--- config.mk ---
export PLATFORM = sky130hd
export DESIGN_NAME = firstq_sweep
export DESIGN_NICKNAME = d
export VERILOG_FILES = /design/src/rtl/firstq_pkg.sv /design/src/rtl/firstq_sweep_settle_timer.sv /design/src/rtl/firstq_sweep.sv
export SDC_FILE = /design/constraint.sdc
export NUM_CORES = 1
export LEC_CHECK = 0
export BUFFER_PORTS_ARGS = -buffer_cell sky130_fd_sc_hd__buf_2
export CAP_MARGIN = 0
export CORE_UTILIZATION = 50
export CTS_BUF_LIST = sky130_fd_sc_hd__clkbuf_4
export CTS_CLUSTER_DIAMETER = 120
export CTS_CLUSTER_SIZE = 25
export DETAILED_ROUTE_END_ITERATION = 8
export HOLD_SLACK_MARGIN = 0.05
export PLACE_DENSITY = 0.74
export SYNTH_ARGS = -nofsm -noshare
export SYNTH_HDL_FRONTEND = slang
export SYNTH_SLANG_ARGS = --single-unit
--- constraint.sdc ---
create_clock -name clk -period 5 [get_ports clk]
set_clock_uncertainty 0.1 [all_clocks]
set_input_delay 0.5 -clock clk [delete_from_list [all_inputs] [get_ports clk]]
set_output_delay 0.5 -clock clk [all_outputs]
set_load 0.01 [all_outputs]
--- src/rtl/firstq_pkg.sv ---
// firstq_pkg: shared types and constants for the firstQ exhaustive sweep driver.
package firstq_pkg;

    typedef enum logic [1:0] {
        ST_IDLE,
        ST_SETTLE,
        ST_SAMPLE,
        ST_DONE
    } state_t;

    localparam int VEC_W = 4;

    // Known-good truth table of the firstQ gate; bit i is out for {a,b,c,d} == i.
    localparam logic [15:0] FIRSTQ_TT = 16'hFE51;

endpackage

--- src/rtl/firstq_sweep_settle_timer.sv ---
// settle_timer: 4-bit loadable down-counter with a zero flag.
// Ports: clk, rst_n (sync, active-low); load/load_val reload the count;
//        en decrements it; zero is high while the count is 0.
module settle_timer (
    input  logic       clk,
    input  logic       rst_n,
    input  logic       load,
    input  logic       en,
    input  logic [3:0] load_val,
    output logic       zero
);

    logic [3:0] count;

    always_ff @(posedge clk) begin
        if (!rst_n)
            count <= '0;
        else if (load)
            count <= load_val;
        else if (en)
            count <= count - 4'd1;
    end

    assign zero = count == 4'd0;

endmodule

--- src/rtl/firstq_sweep.sv ---
// firstq_sweep: drives all 16 input vectors into the firstQ gate, samples its output
// after a settle time and compares it with the expected truth table.
// Ports: clk, rst_n (sync, active-low); start requests a sweep (IDLE only);
//        f_in is the gate output; a..d drive the gate (a = vec[3]);
//        busy/done/pass give status; result_table holds the captured outputs,
//        mismatch the failing vectors, fail_count their number and
//        first_fail the lowest failing vector.
module firstq_sweep
    import firstq_pkg::*;
#(
    parameter int          SETTLE   = 2,
    parameter logic [15:0] EXPECTED = FIRSTQ_TT
) (
    input  logic        clk,
    input  logic        rst_n,
    input  logic        start,
    input  logic        f_in,
    output logic        a,
    output logic        b,
    output logic        c,
    output logic        d,
    output logic        busy,
    output logic        done,
    output logic        pass,
    output logic [15:0] result_table,
    output logic [15:0] mismatch,
    output logic [4:0]  fail_count,
    output logic [3:0]  first_fail
);

    state_t           state, state_nx;
    logic [VEC_W-1:0] vec;
    logic             t_load, t_en, t_zero;
    logic             last, miss, accept;

    assign last   = &vec;
    assign miss   = f_in ^ EXPECTED[vec];
    assign accept = state == ST_IDLE && start;

    settle_timer u_timer (
        .clk      (clk),
        .rst_n    (rst_n),
        .load     (t_load),
        .en       (t_en),
        .load_val (4'(SETTLE - 1)),
        .zero     (t_zero)
    );

    always_comb begin
        state_nx = state;
        t_load   = 1'b0;
        t_en     = 1'b0;
        case (state)
            ST_IDLE: begin
                t_load   = start;
                state_nx = start ? ST_SETTLE : ST_IDLE;
            end
            ST_SETTLE: begin
                t_en     = !t_zero;
                state_nx = t_zero ? ST_SAMPLE : ST_SETTLE;
            end
            ST_SAMPLE: begin
                t_load   = !last;
                state_nx = last ? ST_DONE : ST_SETTLE;
            end
            default: state_nx = ST_IDLE;
        endcase
    end

    always_ff @(posedge clk) begin
        if (!rst_n) begin
            state        <= ST_IDLE;
            vec          <= '0;
            pass         <= 1'b0;
            result_table <= '0;
            mismatch     <= '0;
            fail_count   <= '0;
            first_fail   <= '0;
        end else begin
            state <= state_nx;
            if (accept) begin
                vec          <= '0;
                pass         <= 1'b0;
                result_table <= '0;
                mismatch     <= '0;
                fail_count   <= '0;
                first_fail   <= '0;
            end
            if (state == ST_SAMPLE) begin
                result_table[vec] <= f_in;
                mismatch[vec]     <= miss;
                // fail_count still 0 means this is the first failure of the sweep
                if (miss) begin
                    fail_count <= fail_count + 5'd1;
                    if (fail_count == 5'd0)
                        first_fail <= vec;
                end
                // the bit for the last vector is still clear, so fold miss in
                if (last)
                    pass <= ~|mismatch & ~miss;
                else
                    vec <= vec + 4'd1;
            end
        end
    end

    assign {a, b, c, d} = vec;
    assign busy         = state == ST_SETTLE || state == ST_SAMPLE;
    assign done         = state == ST_DONE;

endmodule

==> summary by stage <==
Global routing
The overall global routing resource usage is 22.2%. The overflow left after global routing is 0. Entering global routing, the biggest net connects 47 pins. The number of antenna violations at the first check in global routing was 0.

The via count of the first global-routing pass came to 1906. The first-pass GRT wire length is 9030 microns.

STA
The number of setup violations in the final report is 0. The measured slew at the worst slew-check pin is 0.833 ns. The worst path needs 2.25 ns of the cycle, external delays included. The final hold violation count is 0. For this run, the top clock speed supported by timing is 0.445 GHz. Adding up every negative setup slack in the final design gives 0 ns. The period utilization is 45.0%. The worst slew margin relative to its limit is 43.7%. Setup repair after global routing left no endpoint under its margin.

The number of max-slew violations in the final report is 0.

Layout
The total inserted antenna cells is 0. The multi-input combinational cells in the finished layout cover a total of 1300 sq um. Once layout is done, the placed cells without fillers occupy 2800 sq um. In the final layout, the share of cells above drive strength 1 is 21.2%. The area growth from synthesis to layout is 11.4%. The total area of sequential cells is 1060 sq um. The final layout net count is 353. Counting the fill cells in the layout gives 461.

Setup path
Setup slack on the worst reg-to-reg path comes out at 2.75 ns. STA classifies the critical path endpoint as a register. At the worst endpoint, the required time is 5.19 ns. Along the worst path, the maximum fanout reaches 12. Data on the critical path arrives at its endpoint at 2.43 ns.

The class of the most critical setup path is register to register. The worst setup path is launched from a register.

Clock network
The number of clock buffers inserted by TritonCTS is 5. The library cell used as clock root buffer is sky130_fd_sc_hd__clkbuf_4. The number of gates given a new drive strength after cts is 0. For the worst-skew pair, the clock arrives at the later sink with an insertion delay of 0.39 ns. The H-tree generated during clock tree synthesis spans 2 levels. The clock sink total is 53. The clock tree from TritonCTS is yes. The post-CTS setup buffer count is 0.

The post-cts hold buffer count is 0. The clock-pin slew on the worst setup and hold paths is 0.14 ns. The maximum root-to-sink buffer count is 2.

Die
The die covers 5320 sq um. Once the floorplan was initialized, standard cells occupied 52.6% of the core. The number of top-level pins is 52. From bottom edge to top edge, the die measures 72.9 microns. The floorplan step set the die width to 72.9 microns.

The number of rows created at floorplan is 25. The area of the core is 4790 sq um.

Synthesis
Synthesis produced a netlist with a net count of 318. Sequential elements use 42.2% of the synthesized area. The number of synthesized register bits is 53. The share of the synthesized area in the top cell type is 42.2%.

The average footprint of a synthesized cell is 8.30 sq um. Summing every instance area after synthesis gives 2520 sq um. Counting flops with an async set or reset pin after synthesis yields a share of 0%. Synthesis handed over a netlist of 303 instances. Summed over all instances, the cell type with the most area after synthesis is sky130_fd_sc_hd__dfxtp_1. The count of unique library cells instantiated by Yosys is 37.

The yosys synthesis warning count is 0. The most common flop cell mapped by yosys is sky130_fd_sc_hd__dfxtp_1. Sorting the synthesized cells by area gives the leading types as sky130_fd_sc_hd__dfxtp_1 (42%), sky130_fd_sc_hd__nand3_1 (13%), sky130_fd_sc_hd__a21oi_1 (8.6%). Counting flops with a built-in enable in the synthesized netlist gives 0.

Pwr
The worst-case IR drop observed on VDD is 0.194 mV. Power spread over the standard cell area amounts to 254 nW/um^2. The standby leakage power is 1.10 nW.

Route
Dividing the detail-routed via count by the number of cells gives 5.51. The total number of vias is 2236. The detailed router finished its first iteration with 159 violations. The routed design has 5540 microns of wire. The remaining antenna violation count is 0. In the routed design, unresolved DRC markers number 0. The first detailed-routing pass took 4 iterations. Dividing the detail-routed wire length by the instance count gives 13.6 microns.

Worst hold path
The min-delay analysis places its worst path in the category input port to register.

Placed design
In this run the tool buffered the top-level ports with 51 buffer cells. The congestion estimate from routability-driven global placement came to 0.855. In this run the cell area measured after placement is 2750 sq um. The total half-perimeter wirelength after legalization and detailed placement is 3860 microns.

Flow run
The reported max-cap violation count is 0.

Run status
The run finished with clean final reports.
-- where the power goes --
| group | internal, W | switching, W | leakage (nW) |
|---|---|---|---|
| clock network | 0.0000536 | 0.000136 | 0.0326 |
| registers | 0.000429 | 0.00000618 | 0.428 |
| logic | 0.0000263 | 0.0000600 | 0.640 |
-- cells in the final DEF (no fill, tap or decap), types with 6 or more instances in the layout --
cell	netlist	layout
sky130_fd_sc_hd__dfxtp_1	53	53
sky130_fd_sc_hd__a21oi_1	43	43
sky130_fd_sc_hd__inv_1	8	8
sky130_fd_sc_hd__buf_2	10	51
sky130_fd_sc_hd__nand2_1	8	8
sky130_fd_sc_hd__nand4_1	18	18
sky130_fd_sc_hd__or2_2	6	6
sky130_fd_sc_hd__nor2_1	14	14
sky130_fd_sc_hd__ha_1	11	11
sky130_fd_sc_hd__nand3_1	64	64
-- stage by stage --
step | setup WS, ns | total power (W) | util, % | instances | hold WS, ns
global placement | 2.77 | 0.000529 | 57.4 | 398 | 0.352
global route | 2.57 | 0.000743 | 58.6 | 406 | 0.310
floorplan | 3.12 | 0.000512 | - | 303 | 0.380
detailed placement | 2.73 | 0.000531 | 57.4 | 398 | 0.359
CTS | 2.77 | 0.000717 | 58.6 | 406 | 0.299
finish | 2.75 | 0.000711 | 58.6 | 406 | 0.307
-- worst max-delay path: stages (launching register included) --
cell                      delay [ns]
sky130_fd_sc_hd__dfxtp_1        0.47
sky130_fd_sc_hd__ha_1           0.49
sky130_fd_sc_hd__nand3_2        0.17
sky130_fd_sc_hd__nand4_1        0.18
sky130_fd_sc_hd__o41ai_4        0.10
sky130_fd_sc_hd__or3b_1         0.38
sky130_fd_sc_hd__mux2_4         0.26
-- cell usage after synthesis, types with 2 or more instances --
master and number:
sky130_fd_sc_hd__or2_2 6, sky130_fd_sc_hd__buf_4 2, sky130_fd_sc_hd__nor3_1 4, sky130_fd_sc_hd__nand2_1 8, sky130_fd_sc_hd__clkbuf_1 12, sky130_fd_sc_hd__inv_1 8, sky130_fd_sc_hd__a211oi_1 2, sky130_fd_sc_hd__nor2b_1 4
sky130_fd_sc_hd__or2_1 5, sky130_fd_sc_hd__nor2_1 14, sky130_fd_sc_hd__a31oi_1 4, sky130_fd_sc_hd__o21ai_0 3, sky130_fd_sc_hd__nand4_1 18, sky130_fd_sc_hd__and2_1 3, sky130_fd_sc_hd__xor2_1 3, sky130_fd_sc_hd__ha_1 11
sky130_fd_sc_hd__nand3_1 64, sky130_fd_sc_hd__dfxtp_1 53, sky130_fd_sc_hd__a21oi_1 43, sky130_fd_sc_hd__or2_0 4, sky130_fd_sc_hd__o21ai_1 2, sky130_fd_sc_hd__nor4_1 4, sky130_fd_sc_hd__buf_2 10, sky130_fd_sc_hd__nand2b_1 3
-- path summary, 6_finish.rpt --
check,startpoint,to,cells after the start
setup / recovery,vec[0],register,6
hold / removal,rst_n,fail_count[3],3
setup reg to reg,vec[0],register,6
hold reg to reg,result_table[6],result_table[6],2
-- cells by family after synthesis --
kind of cell               after synthesis  share of synthesized area, %
buffers and inverters                   34                          6.17
muxes                                    1                         0.597
xor gates and xnor gates                 5                          2.49
DFF                                     53                          42.2
AOI/OAI and AO/OA                       56                          12.6
adders and majority gates               11                          5.47
and+or+nand+nor                        143                          30.5
-- area by class of cell --
cell class	instances	area share, %
multi-input cells	216	46.4
well taps	67	2.99
flip-flops and latches	53	37.8
clock buffers	5	1.34
inverters	9	1.20
clock inverters	3	0.625
repair buffers	53	9.64
-- registers in the layout (all words and copies together) (netlist names), named ones only --
signal / count
u_timer.count: 4
result_table: 16
state: 2
pass: 1
mismatch: 16
vec: 4
first_fail: 4
fail_count: 5
-- metal layers --
layer | track usage (%) | vias up | wire length, microns
met5 | 0 | - | 0
li1 | - | 1147 | -
met2 | 36.1 | 43 | 2670
met3 | 5.11 | 6 | 187
met1 | 28.7 | 1040 | 2600
met4 | 8.71 | 0 | 76
Note: power is estimated with default switching activity, not from simulation.
